<file path="src/rtl/alarm_bank_if.sv">
// Purpose : signal bundle between a watcher client and the alarm_bank watchdog.
// Latency : pure wiring, no state.
// Backpressure: none; engage/clr are levels, alarm outputs are status.
// Ports   : engage/clr driven by master; talarm, talarm_ch, alarm_id, fired
//           driven by slave (the alarm_bank).
interface alarm_bank_if #(
   parameter int CHANNELS = 4
);
   localparam int ID_W = (CHANNELS > 1) ? $clog2(CHANNELS) : 1;

   logic [CHANNELS-1:0] engage;
   logic [CHANNELS-1:0] clr;
   logic                talarm;
   logic [CHANNELS-1:0] talarm_ch;
   logic [ID_W-1:0]     alarm_id;
   logic [CHANNELS-1:0] fired;

   modport master (
      output engage, clr,
      input  talarm, talarm_ch, alarm_id, fired
   );

   modport slave (
      input  engage, clr,
      output talarm, talarm_ch, alarm_id, fired
   );
endinterface

</file>
<file path="src/rtl/alarm_bank.sv">
// Purpose : bank of per-channel watchdogs; an engagement left unanswered for
//           ALARM_DLY_TICKS+1 edges raises a single ALARM_TICKS+1 cycle alarm.
// Latency : alarm outputs are combinational decodes of registered state.
// Backpressure: none; engage is a level, one engagement yields at most one alarm.
// Ports   : clk_sys, rst (async, active-high); bus.engage/bus.clr in;
//           bus.talarm, bus.talarm_ch, bus.alarm_id, bus.fired out.
module alarm_bank #(
   parameter int CHANNELS        = 4,
   parameter int ALARM_DLY_TICKS = 32,
   parameter int ALARM_TICKS     = 4
) (
   input  logic        clk_sys,
   input  logic        rst,
   alarm_bank_if.slave bus
);
   localparam int MAX_TICKS = (ALARM_DLY_TICKS > ALARM_TICKS) ? ALARM_DLY_TICKS : ALARM_TICKS;
   // A zero-width counter is not legal; both loads of 0 still fit in one bit.
   localparam int CNT_W = (MAX_TICKS > 0) ? $clog2(MAX_TICKS + 1) : 1;
   localparam int ID_W  = (CHANNELS > 1) ? $clog2(CHANNELS) : 1;
   localparam logic [CNT_W-1:0] DLY_LOAD = CNT_W'(ALARM_DLY_TICKS);
   localparam logic [CNT_W-1:0] ALM_LOAD = CNT_W'(ALARM_TICKS);

   typedef enum logic [1:0] {S_IDLE, S_WAIT, S_ALARM, S_HOLD} state_t;

   state_t              state_q [CHANNELS];
   state_t              state_d [CHANNELS];
   logic [CNT_W-1:0]    cnt_q   [CHANNELS];
   logic [CNT_W-1:0]    cnt_d   [CHANNELS];
   logic [CHANNELS-1:0] fired_q;
   logic [CHANNELS-1:0] fired_d;
   logic [CHANNELS-1:0] alarm_vec;
   logic [ID_W-1:0]     alarm_idx;

   always_ff @(posedge clk_sys or posedge rst) begin
      if (rst) begin
         for (int i = 0; i < CHANNELS; i++) begin
            state_q[i] <= S_IDLE;
            cnt_q[i]   <= '0;
         end
         fired_q <= '0;
      end else begin
         for (int i = 0; i < CHANNELS; i++) begin
            state_q[i] <= state_d[i];
            cnt_q[i]   <= cnt_d[i];
         end
         fired_q <= fired_d;
      end
   end

   always_comb begin
      fired_d = fired_q;
      for (int i = 0; i < CHANNELS; i++) begin
         state_d[i] = state_q[i];
         cnt_d[i]   = cnt_q[i];
         case (state_q[i])
            S_IDLE: begin
               if (bus.engage[i]) begin
                  state_d[i] = S_WAIT;
                  cnt_d[i]   = DLY_LOAD;
               end
            end
            S_WAIT: begin
               // An answer arriving on the expiry cycle still cancels the alarm.
               if (!bus.engage[i]) begin
                  state_d[i] = S_IDLE;
               end else if (cnt_q[i] == '0) begin
                  state_d[i] = S_ALARM;
                  cnt_d[i]   = ALM_LOAD;
               end else begin
                  cnt_d[i] = cnt_q[i] - CNT_W'(1);
               end
            end
            S_ALARM: begin
               // Alarm runs its full length regardless of engage.
               if (cnt_q[i] == '0) begin
                  state_d[i] = S_HOLD;
               end else begin
                  cnt_d[i] = cnt_q[i] - CNT_W'(1);
               end
            end
            S_HOLD: begin
               // Wait for the engagement to end so it cannot re-alarm.
               if (!bus.engage[i]) begin
                  state_d[i] = S_IDLE;
               end
            end
            default: begin
               state_d[i] = S_IDLE;
            end
         endcase

         // Entry into S_ALARM beats a simultaneous clear.
         if ((state_q[i] != S_ALARM) && (state_d[i] == S_ALARM)) begin
            fired_d[i] = 1'b1;
         end else if (bus.clr[i]) begin
            fired_d[i] = 1'b0;
         end
      end
   end

   always_comb begin
      alarm_vec = '0;
      for (int i = 0; i < CHANNELS; i++) begin
         alarm_vec[i] = (state_q[i] == S_ALARM);
      end
   end

   // Scan downward so the lowest alarming index is the last one written.
   always_comb begin
      alarm_idx = '0;
      for (int i = CHANNELS - 1; i >= 0; i--) begin
         if (alarm_vec[i]) begin
            alarm_idx = ID_W'(i);
         end
      end
   end

   assign bus.talarm_ch = alarm_vec;
   assign bus.talarm    = |alarm_vec;
   assign bus.alarm_id  = alarm_idx;
   assign bus.fired     = fired_q;
endmodule

</file>
<file path="src/flat_wrapper.sv">
// flat-port wrapper written by rule: the top's interface ports become plain ports
module alarm_bank_flat 
#(
   parameter int CHANNELS        = 4,
   parameter int ALARM_DLY_TICKS = 32,
   parameter int ALARM_TICKS     = 4
)
  (clk_sys, rst, bus_engage, bus_clr, bus_talarm, bus_talarm_ch, bus_alarm_id, bus_fired);
  alarm_bank_if #(.CHANNELS(CHANNELS)) bus_i ();
  input  logic clk_sys;
  input  logic rst;
  input wire logic [$bits(bus_i.engage)-1:0] bus_engage;
  input wire logic [$bits(bus_i.clr)-1:0] bus_clr;
  output wire logic [$bits(bus_i.talarm)-1:0] bus_talarm;
  output wire logic [$bits(bus_i.talarm_ch)-1:0] bus_talarm_ch;
  output wire logic [$bits(bus_i.alarm_id)-1:0] bus_alarm_id;
  output wire logic [$bits(bus_i.fired)-1:0] bus_fired;
  assign bus_i.engage = bus_engage;
  assign bus_i.clr = bus_clr;
  assign bus_talarm = bus_i.talarm;
  assign bus_talarm_ch = bus_i.talarm_ch;
  assign bus_alarm_id = bus_i.alarm_id;
  assign bus_fired = bus_i.fired;
  alarm_bank #(.CHANNELS(CHANNELS), .ALARM_DLY_TICKS(ALARM_DLY_TICKS), .ALARM_TICKS(ALARM_TICKS)) u_core (.clk_sys(clk_sys), .rst(rst), .bus(bus_i));
endmodule
</file>
<file path="config.mk">
export PLATFORM = sky130hd
export DESIGN_NAME = alarm_bank_flat
export DESIGN_NICKNAME = d
export VERILOG_FILES = /design/src/rtl/alarm_bank_if.sv /design/src/rtl/alarm_bank.sv /design/src/flat_wrapper.sv
export SDC_FILE = /design/constraint.sdc
export NUM_CORES = 1
export LEC_CHECK = 0
export ABC_AREA = 1
export BUFFER_PORTS_ARGS = -buffer_cell sky130_fd_sc_hd__buf_2
export CAP_MARGIN = 20
export CELL_PAD_IN_SITES_DETAIL_PLACEMENT = 0
export CELL_PAD_IN_SITES_GLOBAL_PLACEMENT = 1
export CORE_ASPECT_RATIO = 1.2
export CORE_MARGIN = 2
export CORE_UTILIZATION = 44
export CTS_CLUSTER_DIAMETER = 100
export CTS_CLUSTER_SIZE = 16
export DETAILED_ROUTE_END_ITERATION = 10
export GPL_ROUTABILITY_DRIVEN = 1
export PLACE_DENSITY = 0.79
export SLEW_MARGIN = 40
export SYNTH_ARGS = -nofsm -noshare
export SYNTH_HDL_FRONTEND = slang
export SYNTH_SLANG_ARGS = --single-unit
</file>
<file path="constraint.sdc">
create_clock -name clk_sys -period 2 [get_ports clk_sys]
set_input_delay 0 -clock clk_sys [delete_from_list [all_inputs] [get_ports clk_sys]]
set_output_delay 0 -clock clk_sys [all_outputs]
set_load 0.005 [all_outputs]
</file>
==> results.tsv, run 1 <==
metric	value	unit
syn_area	2500	sq um
grt_pass1_vias	2161	
crit_arrival	2030	ps
fin_cells	442	
drcViolationCount	0	
pwr-share-comb	59.1	%
cp-start-kind	flop	
setup_viol	0	
yosys_warnings	0	
layout.nets	411	
diodes	0	
fin_util	50.8	%
period_needed	1810	ps
yosys.area.top_type_share	36.1	%
clock.fmax	552	MHz
crit_required	2220	ps
drv_cap	0	
grt_usage	18.4	%
dp.cells	430	
fin_skew	13.8	ps
die_width	72.8	microns
dp_slack	185	ps
end_kind	flop	
dieArea	6300	sq um
synthSimpleGateAreaFrac	28.0	%
firstDrtPassIters	4	
numPortBuffers	20	
vias	2165	
cts_tree	yes	
synth_edf_count	0	
syn_inst	344	
holdPathStages	4	
ant_nets	0	
hold_viol_final	0	
synthAdderAreaFrac	11.5	%
dp_hpwl	3.98	mm
tns	0	ps
routedWlPerCell	11.7	microns
syn2layout_area_growth	12.9	%
worst_pin_slew	487	ps
grt_max_degree	37	
rr_worst_depth	8	
rsz0062_at_grt	false	
p_switching	2.10	mW
worst_slack	187	ps
rows	30	
synth_compound_area_share	10.9	%
synth_xor_area_share	3.51	%
final_max_slew_viol_count	0	
pin_count	21	
place.gp.congestion	0.776	
hold_ws	41.2	ps
cts_buffer_depth	2	
cts.repair.resized	0	
syn-num-nets	377	
ys_types	26	
synth_top_cell_by_area	dfrtp_1	
synth_flop_cell	dfrtp_1	
clockPowerShare	11.4	%
die_h	86.6	microns
overflow	0	
fin_crit_sh	90.6	%
path_max_fanout	8	
irDropWorstVdd	0.655	mV
p_seq_share	29.5	%
cts_root_buf	clkbuf_8	
postLayoutCellArea	2820	sq um
ys_seq_area_share	36.1	%
synth_commonest_cells	nand2_1 (96), inv_1 (63), dfrtp_1 (36)	
start_util	45.0	%
vias_per_cell	4.90	
drive_above_1_share	11.4	%
synth_top_family_by_area	simple AND/OR/NAND/NOR gates	
async_reset_ff_share	100	%
ys_top_cells_by_area	dfrtp_1 (36%), nand2_1 (14%), ha_1 (12%)	
drt_iter0_drc	92	
max_slew_margin	67.5	%
route.final.wire_length	5.17	mm
power.density	1530	nW/um^2
numCtsBuffers	5	
synth.most_common_cell	nand2_1	
synthMuxAreaShare	0	%
p_sw_share	48.6	%
synth-seq-cells	36	
clk_latency	290	ps
fin_total_pwr	4.31	mW
p_int	2.22	mW
grt_pass1_wl	9.28	mm
antenna_found_initial	0	
clk_pin_slew	80	ps
clock-sinks	36	
post_dp_cell_area	2690	sq um
hp-class	input pin to flop	
leakage	1.60	nW
syn_area_per_cell	7.26	sq um
path_class	flop to flop	
status	finished clean	
htreeDepth	2	
coreArea	5560	sq um
## cell families after synthesis
group	Yosys count
xor gates and xnor gates	10
DFF	36
adders and majority gates	23
buffers and inverters	67
and+or+nand+nor	162
AOI/OAI and AO/OA	46
## sequential cells by signal (all words and copies together), names as in the netlist
name              flops
u_core.bus.fired      4
u_core.state_q        8
u_core.cnt_q         24
## cells in the final DEF, fill, tap and decap left out, types with 4 or more instances in the layout
cell and count:
o21ai_0 7, inv_1 63, nor2_2 7, inv_2 4
a21oi_1 22, nor2_1 27, clkbuf_8 5, o22ai_1 5
ha_1 23, nand4_1 5, dlygate4sd3_1 5, nand3_1 17
xor2_1 7, buf_2 20, nor3_1 6, dfrtp_1 36
nand2_1 96
## layer usage
metal | share of wire [%] | routed length [microns] | global-route usage [%] | vias to the layer above
met5 | 0 | 0 | 0 | -
li1 | - | - | - | 1140
met4 | 1.1 | 57 | 4.88 | 0
met3 | 3.3 | 172 | 3.95 | 6
met1 | 44 | 2300 | 21.9 | 988
met2 | 51 | 2640 | 33.3 | 31
## worst max-delay path: stages, from the launching register on
cell	delay, ps
dfrtp_1	420
inv_1	130
ha_1	300
inv_2	120
a31oi_1	160
nand2_1	220
nor2_2	240
nand3_1	100
nand2_1	80
## final timing paths
path,slack [ps],endpoint,start
max,190,u_core.cnt_q[12],u_core.state_q[4]
min,40,u_core.state_q[3],bus_engage[2]
max reg2reg,190,u_core.cnt_q[12],u_core.state_q[4]
min reg2reg,480,u_core.bus.fired[3],u_core.bus.fired[3]
max in group asynchronous,1280,u_core.bus.fired[3],rst
min in group asynchronous,370,u_core.cnt_q[11],rst
## cell type report
cell class | instances | area (sq um)
inverters | 67 | 251
flip-flops and latches | 36 | 901
multi-input cells | 241 | 1350
fillers | 591 | 2730
clock inverters | 1 | 5.00
well taps | 64 | 80.1
clock buffers | 6 | 72.6
repair buffers | 27 | 165
## timing repair
action,4_1_cts,5_1_grt
buffers inserted,0,0
endpoints found under the hold margin,40,0
hold buffers,5,0
## power by group through the flow
stage | registers (mW) | clock network (mW) | logic, mW
2_1_floorplan | 1.22 | 0 | 2.04
3_3_place_gp | 1.27 | 0 | 2.55
3_5_place_dp | 1.28 | 0 | 2.57
4_1_cts | 1.27 | 0.510 | 2.59
5_1_grt | 1.31 | 0.539 | 2.99
6_report | 1.27 | 0.490 | 2.55
No activity file was read; power rests on OpenSTA's default activity.
==> inputs of run 2 (changes only) <==
--- a/config.mk
+++ b/config.mk
@@ -17,6 +17,7 @@
 export CTS_CLUSTER_SIZE = 16
 export DETAILED_ROUTE_END_ITERATION = 10
 export GPL_ROUTABILITY_DRIVEN = 1
+export GPL_TIMING_DRIVEN = 0
 export PLACE_DENSITY = 0.79
 export SLEW_MARGIN = 40
 export SYNTH_ARGS = -nofsm -noshare
==> run 2 against run 1 <==
Against the previous run:
- sequential cell count did not move
- die area did not move
- clock power rose by 43%
- core utilization rose by 1.1 points
- wire length fell by 3.6%
- first-iteration DRC count fell by 4.3%
- setup slack improved by 22 ps
- count of clock-buffer cells in the layout rose by 1
==> results.tsv, run 2 (synthesis gave the netlist of run 1 again) <==
metric	value	unit
status	finished clean	
grt_max_degree	20	
cts_buffer_depth	2	
pin_count	21	
p_sw_share	46.4	%
dp_hpwl	3.88	mm
coreArea	5560	sq um
nFillCells	566	
die_h	86.6	microns
crit_start	u_core.state_q[4]	
final_cell_mix	nand2_1 (96), inv_1 (62), dfrtp_1 (36), nor2_1 (27), ha_1 (23)	
tns	0	ps
path_max_fanout	8	
path_class	flop to flop	
drv_cap	0	
ant_nets	0	
largest_reg_flops	24	
crit_top_cell	nand2_1	
htreeDepth	2	
drive_above_1_share	11.9	%
drcViolationCount	0	
crit_required	2220	ps
regArea	901	sq um
p_int	2.42	mW
grt_pass1_vias	2180	
dieArea	6300	sq um
top_register	u_core.cnt_q	
grt_usage	18.4	%
setup_viol	0	
syn2layout_area_growth	15.4	%
firstDrtPassIters	4	
clock-sinks	36	
end_kind	flop	
critPathMaxStageDelay	420	ps
layout.nets	410	
cp-start-kind	flop	
p_seq_share	28.0	%
final_max_slew_viol_count	0	
p_switching	2.10	mW
drt_iter0_drc	88	
diodes	0	
place.gp.congestion	0.808	
fin_skew	4.42	ps
fin_total_pwr	4.52	mW
path_cells	inv_1 > ha_1 > inv_2 > a31oi_1 > nand2_1 > nor2_2 > nand3b_1 > nand2_1	
fin_crit_sh	89.5	%
vias_per_cell	4.94	
rsz0062_at_grt	false	
cts_tree	yes	
start_util	45.0	%
max_slew_margin	69.4	%
clk_pin_slew	70	ps
leakage	1.62	nW
cts_root_buf	clkbuf_8	
clock.fmax	559	MHz
numCtsBuffers	5	
r2r-start	u_core.state_q[4]	
hold_path_startpoint	bus_engage[0]	
reg2reg_slack	210	ps
hold_viol_final	0	
irDropWorstVdd	0.642	mV
multi_input_area	1350	sq um
die_width	72.8	microns
overflow	0	
clk_latency	280	ps
route.final.wire_length	4.98	mm
routedWlPerCell	11.3	microns
rows	30	
antenna_found_initial	0	
critPathSlowestCell	dfrtp_1	
worst_pin_slew	458	ps
power.density	1570	nW/um^2
hp-class	input pin to flop	
mostFrequentLayoutCell	nand2_1	
pwr-share-comb	56.4	%
crit_arrival	2020	ps
numPortBuffers	20	
vias	2183	
clockPowerShare	15.6	%
grt_pass1_wl	9.30	mm
period_needed	1790	ps
[run 2: area by class of cell]
type / count / share of cell area [%]
timing repair buffer: 26 / 6.16
clock inverter: 1 / 1.04
sequential: 36 / 31.3
tap: 64 / 2.78
multi-input combinational: 241 / 46.7
clock buffer: 7 / 3.34
inverter: 67 / 8.72
[run 2: worst paths after layout]
kind | endpoint | cells past startpoint
setup / recovery | u_core.cnt_q[13] | 8
hold / removal | u_core.state_q[7] | 4
setup reg to reg | u_core.cnt_q[13] | 8
hold reg to reg | u_core.bus.fired[2] | 2
max in group asynchronous | u_core.cnt_q[7] | 4
min in group asynchronous | u_core.cnt_q[5] | 3
[run 2: worst max-delay path, delay by kind of cell (launching register included)]
family,cells,cell delay [ps]
and+or+nand+nor,4,620
DFF,1,420
adders and majority gates,1,280
buffers and inverters,2,260
AOI/OAI and AO/OA,1,160
[run 2: timing repair]
action	4_1_cts	5_1_grt
hold buffers	5	0
buffers inserted	0	0
hold endpoints to repair	22	0
gates resized for setup	0	0
[run 2: through the flow]
stage          worst slack (ps)  instance area [sq um]  util [%]  hold WS, ps  std cells
5_1_grt                    50.3                   2880      51.9         47.2        442
3_5_place_dp                212                   2710      48.7         40.7        429
3_3_place_gp                174                   2680      48.2          238        428
6_report                    210                   2880      51.9         35.7        442
4_1_cts                     174                   2880      51.9         28.5        442
2_1_floorplan               519                   2500         -          144        344
[run 2: metal layers]
metal  vias to the layer above  share of wire (%)  track usage (%)
li1                       1146                  -                -
met3                         5                2.8             3.84
met5                         -                  0                0
met4                         0               0.98             5.05
met2                        17                 51             32.6
met1                      1015                 45             22.2
[run 2: power by group through the flow]
stage,logic [mW],clock network [mW],registers [mW]
finish,2.55,0.703,1.27
global placement,2.52,0,1.28
CTS,2.58,0.722,1.27
global route,3.02,0.741,1.31
floorplan,2.04,0,1.22
detailed placement,2.56,0,1.28
